===== src/rtl/multiword_add_seq.sv =====
// rtl/multiword_add_seq.sv - word-serial sequencer feeding an external N-bit adder, carry chained across words
// Optional feature macro: ADD_SUB_EN (adds in_sub; subtract via inverted B and forced first-word carry-in)
module multiword_add_seq #(
  parameter int N     = 8,
  parameter int WORDS = 4
) (
  input  logic         clk,
  input  logic         rst_n,
  input  logic         in_valid,
  output logic         in_ready,
  input  logic [N-1:0] in_a,
  input  logic [N-1:0] in_b,
  input  logic         in_cin,
  input  logic         in_first,
  input  logic         in_last,
`ifdef ADD_SUB_EN
  input  logic         in_sub,
`endif
  output logic [N-1:0] add_a,
  output logic [N-1:0] add_b,
  output logic         add_cin,
  input  logic [N-1:0] add_sum,
  input  logic         add_cout,
  output logic         out_valid,
  input  logic         out_ready,
  output logic [N-1:0] out_sum,
  output logic         out_cout,
  output logic         out_last,
  output logic         err
);

  localparam int WCW = (WORDS > 1) ? $clog2(WORDS) : 1;

  typedef enum logic {S_IDLE = 1'b0, S_RUN = 1'b1} state_t;

  state_t         state_q, state_d;
  logic           carry_q, carry_d;
  logic [WCW-1:0] wcnt_q, wcnt_d;
  logic           err_q, err_d;
  logic           sub_q, sub_d;

  // two-entry result FIFO, head selected by rd_ptr_q
  logic [N-1:0]   fsum_q  [2];
  logic           fcout_q [2];
  logic           flast_q [2];
  logic           rd_ptr_q, wr_ptr_q;
  logic [1:0]     count_q;

  logic           fire, pop;
  logic           first_eff, last_eff, sub_eff;
  logic [WCW-1:0] wcnt_eff;

`ifdef ADD_SUB_EN
  // operation mode is latched from the first word and held for the rest of the operand
  assign sub_eff = first_eff ? in_sub : sub_q;
`else
  assign sub_eff = 1'b0;
`endif

  // state register and per-operand context
  always_ff @(posedge clk or negedge rst_n) begin
    if (!rst_n) begin
      state_q <= S_IDLE;
      carry_q <= 1'b0;
      wcnt_q  <= '0;
      err_q   <= 1'b0;
      sub_q   <= 1'b0;
    end else begin
      state_q <= state_d;
      carry_q <= carry_d;
      wcnt_q  <= wcnt_d;
      err_q   <= err_d;
      sub_q   <= sub_d;
    end
  end

  // next state: chain words, close on in_last or the word-count limit, restart on a stray in_first
  always_comb begin
    state_d = state_q;
    carry_d = carry_q;
    wcnt_d  = wcnt_q;
    err_d   = err_q;
    sub_d   = sub_q;
    if (fire) begin
      sub_d = sub_eff;
      if ((state_q == S_RUN) && in_first) err_d = 1'b1;
      if (last_eff && !in_last)           err_d = 1'b1;
      if (last_eff) begin
        state_d = S_IDLE;
        carry_d = 1'b0;
        wcnt_d  = '0;
      end else begin
        state_d = S_RUN;
        carry_d = add_cout;
        wcnt_d  = wcnt_eff + 1'b1;
      end
    end
  end

  // outputs: adder drive, handshake and word classification
  always_comb begin
    out_valid = (count_q != 2'd0);
    pop       = out_valid & out_ready;
    in_ready  = rst_n & ((count_q < 2'd2) | pop);
    fire      = in_valid & in_ready;
    // a word opens a new operand when idle or when explicitly flagged as first
    first_eff = (state_q == S_IDLE) | in_first;
    wcnt_eff  = first_eff ? '0 : wcnt_q;
    last_eff  = in_last | (wcnt_eff == WCW'(WORDS - 1));
    add_a     = in_a;
    add_b     = sub_eff ? ~in_b : in_b;
    if (first_eff) add_cin = sub_eff ? 1'b1 : in_cin;
    else           add_cin = carry_q;
    out_sum   = fsum_q[rd_ptr_q];
    out_cout  = fcout_q[rd_ptr_q];
    out_last  = flast_q[rd_ptr_q];
    err       = err_q;
  end

  // result FIFO; push and pop may coincide when full since in_ready already allows it
  always_ff @(posedge clk or negedge rst_n) begin
    if (!rst_n) begin
      for (int i = 0; i < 2; i++) begin
        fsum_q[i]  <= '0;
        fcout_q[i] <= 1'b0;
        flast_q[i] <= 1'b0;
      end
      rd_ptr_q <= 1'b0;
      wr_ptr_q <= 1'b0;
      count_q  <= 2'd0;
    end else begin
      if (fire) begin
        fsum_q[wr_ptr_q]  <= add_sum;
        fcout_q[wr_ptr_q] <= add_cout;
        flast_q[wr_ptr_q] <= last_eff;
        wr_ptr_q          <= ~wr_ptr_q;
      end
      if (pop) rd_ptr_q <= ~rd_ptr_q;
      case ({fire, pop})
        2'b10:   count_q <= count_q + 2'd1;
        2'b01:   count_q <= count_q - 2'd1;
        default: count_q <= count_q;
      endcase
    end
  end

endmodule


===== config.mk =====
export PLATFORM = sky130hd
export DESIGN_NAME = multiword_add_seq
export DESIGN_NICKNAME = d
export VERILOG_FILES = /design/src/rtl/multiword_add_seq.sv
export SDC_FILE = /design/constraint.sdc
export NUM_CORES = 1
export LEC_CHECK = 0
export BUFFER_PORTS_ARGS = -buffer_cell sky130_fd_sc_hd__buf_2
export CORE_MARGIN = 2
export CORE_UTILIZATION = 50
export CTS_CLUSTER_DIAMETER = 120
export DETAILED_ROUTE_END_ITERATION = 8
export MAX_ROUTING_LAYER = met4
export PLACE_DENSITY = 0.83
export SLEW_MARGIN = 15
export SYNTH_ARGS = -nofsm -noshare
export SYNTH_HDL_FRONTEND = slang
export SYNTH_SLANG_ARGS = --single-unit

===== constraint.sdc =====
create_clock -name clk -period 3.4 [get_ports clk]
set_input_delay 0.68 -clock clk [delete_from_list [all_inputs] [get_ports clk]]
set_output_delay 0.68 -clock clk [all_outputs]
set_load 0.01 [all_outputs]

* Word-level counts from Yosys, hierarchy flattened
Cells that the tools add are included.
** Word-level totals
- Bits in registers :: 29
- Latch bits :: 0
- Memory bits (writable) :: 0
- ROM bits :: 0
- Input port bits :: 32
- Output and inout port bits :: 30
- Word-level logic and storage cells :: 66
- Memories kept :: 0
** Cells by class
- Add/sub/neg operators :: 3
- Multiply operators :: 0
- Divide/modulo/power cells :: 0
- Order comparisons :: 4
- Equality and inequality tests :: 3
- Shifts and indexed selects :: 0
- Mux-type cells :: 24
- Bitwise operators :: 11
- Reductions and logical operators :: 8
** Operator list (number)
- $mux W8 :: 4
- $bwmux W16 :: 1
- $mux W1 :: 12
- $demux W8 S1 :: 1
- $reduce_bool A2 Y1 :: 3
- $add A2 B1 Y2 const B :: 2
- $bwmux W2 :: 2
- $eq A2 B2 Y1 const B :: 2
- $ge A2 B2 Y1 const B :: 2
- $mux W2 :: 2
- $not A1 Y2 :: 2
- $pmux W2 S2 :: 1
- $and A1 B1 Y1 :: 3
- $logic_and A1 B1 Y1 :: 3
- $not A1 Y1 :: 3
- $or A1 B1 Y1 :: 3
- $eq A2 B1 Y1 const B :: 1
- $lt A2 B1 Y1 const B :: 1
- $lt A2 B2 Y1 const B :: 1
- $reduce_and A2 Y1 :: 1
- $sub A2 B1 Y2 const B :: 1
- $demux W1 S1 :: 1
- $logic_not A1 Y1 :: 1

* Longest topological paths before layout
Gate-level depths: netlist of run 1.
- Word-level depth :: 8
- Depth in mapped cells :: 6
- Gate-level depth less buffers :: 6

* Worst setup path before layout of run 1
OpenSTA, ideal clock, no wires.
- Path type :: input to output
- Start point :: input in_first
- End point :: output add_cin
- Arrival time :: 1.163 ns
- Required time :: 2.720 ns
- Slack :: 1.557 ns
- Stages on the path :: 2
- Path buffers :: 0
- Cell sequence :: nand2b_1 mux2_2
** On the way
- Word-level cells in the longest chain between the ends :: 2
** Ends and longest elaborated chain
- start, declared :: RTL line 14 : input logic in_first,
- $or A1 B1 Y1 :: RTL line 107 : first_eff = (state_q == S_IDLE) | in_first;
- $mux W1 :: RTL line 112 : if (first_eff) add_cin = sub_eff ? 1'b1 : in_cin;
- end, declared :: RTL line 21 : output logic add_cin,
Every way passes these cells.

* Worst setup path after layout of run 1
- Start point :: register rd_ptr_q
- End point :: output out_sum[4]
** On the way
- Word-level cells in the longest chain between the ends :: 4
** Ends and longest elaborated chain
- start, declared :: RTL line 46 : logic rd_ptr_q, wr_ptr_q;
- start signal, assigned :: RTL line 138 : if (pop) rd_ptr_q <= ~rd_ptr_q;
- $not A1 Y2 (implied by the code) :: RTL line 114 : out_sum = fsum_q[rd_ptr_q];
- $mux W8 (implied by the code) (3 in series) :: RTL line 114
- end, declared :: RTL line 26 : output logic [N-1:0] out_sum,
Every way passes these cells. The select of a mux whose other input is x is not followed.

==> results.md, run 1 <==
* Buffers & Inverters on Critical Path at 1
* CTS buffer count at 5
* Via count at 877
* RR Endpoint: count_q[1]
* Lkg Pwr at 0.723 nW
* Worst relative slew slack at roughly 65%
* Seq pwr share at 46.0%
* CTS tree: yes
* Setup crit start kind: flip-flop
* CP Depth at 2
* Netlist cell types at 21
* Core area at 0.00276 mm2
* Top cell family by delay on the critical path: flip-flops
* Total of max-cap violations at 0
* Io pins at between 60 and 70
* Logic pwr share at 40.0%
* Full die area at between 0.003 and 0.004 mm2
* Flop-to-flop setup slack at 1820 ps
* Vias per cell at ~5.3
* Wire per inst at 14.5 um
* Largest net degree at the start of global routing at 24
* Clock sinks at 29
* R2R depth at 5
* Worst Skew at 3.75 ps
* Final min period at 2190 ps
* P_int at 908 uW
* Outcome: finished, final reports clean
* Tcrit/Tclk final at 64.3%
* Most area-hungry cell type in the Yosys netlist: dfrtp_1
* Post-CTS setup buffers at 0
* CP Cell Sequence: mux2_2 -> buf_2
* Net Sw Frac at 32.7%
* Worst IR Drop VDD at 0.000545 V
* Critical Path AT at 1510 ps
* Switch Pwr at 441 uW
* Final hold vios at 0
* Clock share of power at 14.0%
* Layout cells sized above 1 at a little over half
* Yosys warnings at 0
* Initial antenna violation count at 0
* Hpwl dp at 1.81 mm
* H-tree Lvls at 2
* Final ANT Viol Nets at 0
* Die H at between 50 and 60 um
* # DRC at 0
* Pre-antenna DRT Iters at 4
* Mapped Nets at 148
* Max FO, Critical Path at 11
* Synthesis-to-finish area growth at 8.12%
* Iter 0 DRT Violations at 18
* Worst slew pin tran at 528 ps
* RSZ-0062 raised after global routing: no
* Ant. Diodes at 0
* Mapped Area at between 0.001 and 0.0015 mm2
* Final Wtd Congestion at 0.774
* Top-count cell post-synth: mux2_2
* CP max stage cell: dfrtp_1
* Synth Area per Inst at 12.7 um2
* Yosys top cell area share at 50.1%
* Clock slew at reported path FFs at around 80 ps
* GRT overflow at 0
* CTS Hold Bufs at 0
* Hold Crit Class: input pin to asynchronous set/reset pin
* Ys flop type: dfrtp_1
* EDFF count, synth at 0
* Cells after Synth at between 100 and 150
* Register area share after synthesis at 50.1%
* Worst Path Class, Setup: flip-flop to output pin
* #FFs+latches synth at 29
* Post-cts gate resize count at 0
* Later-pin clock latency in the skew report at 310 ps
* Required time worst endpoint at 2720 ps
* Async SR Flop Fraction at 100%
* Routed WL at around 2.4 mm
* Setup TNS at 0 ps
* Root buffer cell: clkbuf_4
* F_max at 457 MHz
* Width of the die at 57.8 um
* Port bufs at 29
* Initial core utilization at 52.5%
* CP max stage delay at 660 ps
* Tot GR Track Use at 17.1%
* Top cells by count, synth: mux2_2, dfrtp_1, buf_4
* R2R Path Start: count_q[0]
* Global-route wire length before repair at 4.08 mm
* Layout Cells excl Fill at around 170
* Vias in the first global route at 935
* Worst Setup End Kind: output pin
* Row cnt at 19
* Final setup fails at 0
* Ranking of synthesized cells by area: dfrtp_1, mux2_2, buf_4
* Layout net count at ~170
* Pwr per Cell Area at 861 mW/mm2
* Final Max Tran Viols at 0
* Maximum root-to-sink buffer count at 2
* Dpl cells at roughly 160
per-stage QoR:
step | total power [mW] | worst slack [ps] | instance area (um2) | hold WS, ps | util (%)
finish | 1.35 | 1210 | 1570 | 203 | 56.8
global route | 1.45 | 1150 | 1570 | 197 | 56.8
CTS | 1.37 | 1200 | 1570 | 193 | 56.8
detailed placement | 1.18 | 1310 | 1520 | 463 | 54.9
global placement | 1.15 | 1350 | 1520 | 454 | 54.9
floorplan | 1.01 | 1560 | 1450 | 384 | -
layer usage:
layer	wire length, um	GRT usage [%]	vias to the layer above
li1	-	-	417
met1	958	18.1	422
met2	1190	25.8	25
met3	187	7.37	13
met4	65	11.3	0
met5	0	-	-
sequential cells by signal, indices dropped and copies added, names as in the netlist:
| signal | cells |
|---|---|
| wcnt_q | 2 |
| count_q | 2 |
| carry_q | 1 |
| flast_q | 2 |
| err | 1 |
| wr_ptr_q | 1 |
| fcout_q | 2 |
| rd_ptr_q | 1 |
| state_q | 1 |
| fsum_q | 16 |
worst register-to-register path: stages (launching register included):
cell and delay, ps:
dfrtp_1 420, or2_2 310, and2_1 190, ha_1 310, nor2_1 140, xor2_1 150
worst max-delay path by stage:
stage	startpoint	slack, ps	to
2_1_floorplan	in_first	1560	add_cin
3_3_place_gp	rst_n	1350	fsum_q[9]
3_5_place_dp	rst_n	1310	fsum_q[14]
4_1_cts	rd_ptr_q	1200	out_sum[4]
5_1_grt	rd_ptr_q	1150	out_sum[0]
6_report	rd_ptr_q	1210	out_sum[4]
logic make-up after synthesis:
kind of cell	share of synthesized area [%]
compound gates	3.97
xor+xnor	3.02
mux	24.1
buf+inv	9.41
simple gates	7.68
flops	50.1
fa+ha+maj	1.73
area by class of cell:
class | instances | area [um2]
repair buffers | 30 | 153
fillers | 226 | 1190
flip-flops and latches | 29 | 726
multi-input cells | 65 | 587
well taps | 31 | 38.8
clock buffers | 6 | 41.3
inverters | 3 | 11.3
clock inverters | 2 | 10.0
layout by cell type (no fill, tap or decap):
| cell | Yosys | layout |
|---|---|---|
| or2_2 | 2 | 2 |
| nand2b_1 | 2 | 2 |
| nand4_2 | 1 | 1 |
| nor3_4 | 1 | 1 |
| o21bai_1 | 1 | 1 |
| dfrtp_1 | 29 | 29 |
| buf_4 | 16 | 1 |
| nand3_1 | 1 | 1 |
| nand2_1 | 3 | 3 |
| buf_2 | 1 | 29 |
| clkinv_2 | 0 | 2 |
| xnor2_1 | 3 | 3 |
| and2_1 | 2 | 2 |
| xor2_1 | 2 | 2 |
| o21ai_0 | 7 | 7 |
| mux2_2 | 31 | 31 |
| nor2_1 | 4 | 4 |
| nor2b_4 | 1 | 1 |
| inv_1 | 3 | 3 |
| clkbuf_1 | 0 | 1 |
| a22oi_1 | 1 | 1 |
| ha_1 | 2 | 2 |
| clkbuf_4 | 0 | 5 |
| o31ai_1 | 1 | 1 |
power groups by stage:
stage | Sequential (mW) | Clock [mW] | Combinational, mW
floorplan | 0.581 | 0 | 0.432
global placement | 0.614 | 0 | 0.533
detailed placement | 0.629 | 0 | 0.547
CTS | 0.621 | 0.195 | 0.551
global route | 0.646 | 0.209 | 0.596
finish | 0.621 | 0.188 | 0.540
Note: power is estimated with default switching activity, not from simulation.
==> run 2: changes to the inputs <==
Settings changed: CORE_UTILIZATION 50 to 42, PLACE_DENSITY 0.83 to 0.75.
Clock period 3.4 ns to 1.9 ns, I/O delays scaled along.
==> run 2 against run 1 <==
- sequential power increased by 79%
- hold slack improved by 72 ps
- via count increased by 1.4%
- combinational power increased by 82%
- die area increased by 18%
- largest cell class unchanged
- count of clock-buffer cells in the layout decreased by 1
- cell area increased by 6.2%
==> results.md, run 2 (synthesized netlist as in run 1, its figures left out) <==
* Layout net count at 171 (was 168)
* Hpwl dp at 1.84 mm (was 1.81 mm)
* H-tree Lvls at 2 (unchanged)
* CTS tree: yes (unchanged)
* Tot GR Track Use at 15.1% (was 17.1%)
* Vias in the first global route at 929 (was 935)
* Io pins at 62 (unchanged)
* Pwr per Cell Area at 1640 mW/mm2 (was 861 mW/mm2)
* Leading cell type in the layout, fill and taps excluded: mux2_2 (unchanged)
* Hold Crit Class: input pin to flip-flop (was input pin to asynchronous set/reset pin)
* Wire per inst at 13.7 um (was 14.5 um)
* Final worst slack at 150 ps (was 1210 ps)
* Tcrit/Tclk final at between 90% and 100%
* # DRC at 0 (unchanged)
* Final hold vios at 0 (unchanged)
* CP endpoint: out_cout (was out_sum[4])
* Final ANT Viol Nets at 0 (unchanged)
* Setup crit start kind: flip-flop (unchanged)
* Minimum hold slack at 276 ps (was 203 ps)
* Layout Cells excl Fill at 184 (was 166)
* Root buffer cell: clkbuf_4 (unchanged)
* Core area at 0.00334 mm2 (was 0.00276 mm2)
* Clock sinks at 29 (unchanged)
* Port bufs at 29 (unchanged)
* Outcome: finished, final reports clean (unchanged)
* RR Endpoint: count_q[1] (unchanged)
* Max FO, Critical Path at 11 (unchanged)
* Row cnt at 21 (was 19)
* Vias per cell at 4.83 (was 5.28)
* Lkg Pwr at 0.759 nW (was 0.723 nW)
* Crit path launch: rd_ptr_q (unchanged)
* Global-route wire length before repair at 4.34 mm (was 4.08 mm)
* Flop-to-flop setup slack at 330 ps (was 1820 ps)
* Die H at 62.7 um (was 57.8 um)
* Final setup fails at 0 (unchanged)
* Worst Skew at 17.9 ps (was 3.75 ps)
* Final min period at 1750 ps
* Synthesis-to-finish area growth at 14.8% (was 8.12%)
* Critical Path AT at 1370 ps (was 1510 ps)
* Worst Path Class, Setup: flip-flop to output pin (unchanged)
* Top reg by flops: fsum_q (unchanged)
* Commonest cells after routing, fill and taps aside: mux2_2, buf_2, dfrtp_1, o21ai_0, clkbuf_4 (was mux2_2, dfrtp_1, buf_2, o21ai_0, clkbuf_4)
* Clock slew at reported path FFs at 90 ps (was 80 ps)
* Full die area at 0.00394 mm2 (was 0.00334 mm2)
* Largest net degree at the start of global routing at 28 (was 24)
* Maximum root-to-sink buffer count at 2 (unchanged)
* Max reg flops at 16 (unchanged)
* Pre-antenna DRT Iters at 4 (unchanged)
* Worst slew pin tran at 372 ps (was 528 ps)
* Fillers at 314 (was 226)
* Routed WL at 2.52 mm (was 2.40 mm)
* Final Wtd Congestion at 0.794 (was 0.774)
* Placed Area at 0.00155 mm2 (was 0.00152 mm2)
* Final Max Tran Viols at 0 (unchanged)
* Iter 0 DRT Violations at 21 (was 18)
* Pre-CTS setup slack at 282 ps (was 1310 ps)
* GRT overflow at 0 (unchanged)
* Width of the die at 62.7 um (was 57.8 um)
* R2R Path Start: count_q[0] (unchanged)
* Post-CTS setup buffers at 0 (unchanged)
* RSZ-0062 raised after global routing: no (unchanged)
* Later-pin clock latency in the skew report at 340 ps (was 310 ps)
* Worst Setup End Kind: output pin (unchanged)
* F_max at 571 MHz
* Worst relative slew slack at 75.1% (was 64.7%)
* Initial antenna violation count at 0 (unchanged)
* Via count at 889 (was 877)
* Required time worst endpoint at 1520 ps (was 2720 ps)
* Final cell area excluding filler cells at 0.00166 mm2 (was 0.00157 mm2)
* CTS buffer count at 5 (unchanged)
* Layout cells sized above 1 at 55.8% (was 54.1%)
* Initial core utilization at 43.4% (was 52.5%)
* Ant. Diodes at 0 (unchanged)
* Dpl cells at 175 (was 158)
* R2R depth at 5 (unchanged)
* Setup TNS at 0 ps (unchanged)
* Total of max-cap violations at 0 (unchanged)
* Worst IR Drop VDD at 0.000883 V (was 0.000545 V)
==> run 2: per-stage QoR <==
step           power [mW]  util [%]
2_1_floorplan        1.81         -
3_3_place_gp         2.06      46.4
3_5_place_dp         2.12      46.4
4_1_cts              2.76      49.8
5_1_grt              2.91      49.8
6_report             2.72      49.8
==> run 2: cell type report <==
type | instances | area [um2] | area share [%]
Tap cell | 46 | 57.6 | 3.46
Sequential cell | 29 | 727 | 43.7
Timing Repair Buffer | 33 | 178 | 10.7
Multi-Input combinational cell | 65 | 587 | 35.3
Clock inverter | 3 | 65.1 | 3.91
Clock buffer | 5 | 37.5 | 2.26
Inverter | 3 | 11.3 | 0.677
==> run 2: how the worst min path moves through the flow <==
stage	depth (start not counted)	from	slack (ps)	end
finish	2	in_last	280	wcnt_q[0]
global route	2	in_last	260	wcnt_q[0]
CTS	2	in_last	260	wcnt_q[0]
detailed placement	1	rst_n	210	count_q[0]
global placement	1	rst_n	210	count_q[1]
floorplan	0	rst_n	80	carry_q
==> run 2: critical path, cell delays in order (launching register included) <==
cell	delay (ps)
dfrtp_2	530
mux2_2	380
buf_2	140
==> run 2: routing by layer <==
layer / up-vias / share of wire (%) / track usage (%)
li1: 418 / - / -
met1: 433 / 45 / 17.7
met2: 27 / 46 / 22.6
met3: 11 / 5.5 / 5.77
met4: 0 / 2.9 / 7.78
met5: - / 0 / -
==> run 2: report_power, final <==
group          total, mW  internal, mW  switching [mW]
sequential          1.11         0.909           0.203
combinational      0.982         0.586           0.397
clock              0.629         0.407           0.222
==> run 2: repair_timing <==
| action | CTS | global route |
|---|---|---|
| hold buffers | 1 | 0 |
| endpoints found under the setup margin | 7 | 0 |
| hold endpoints to repair | 2 | 0 |
| gates resized for setup | 1 | 0 |
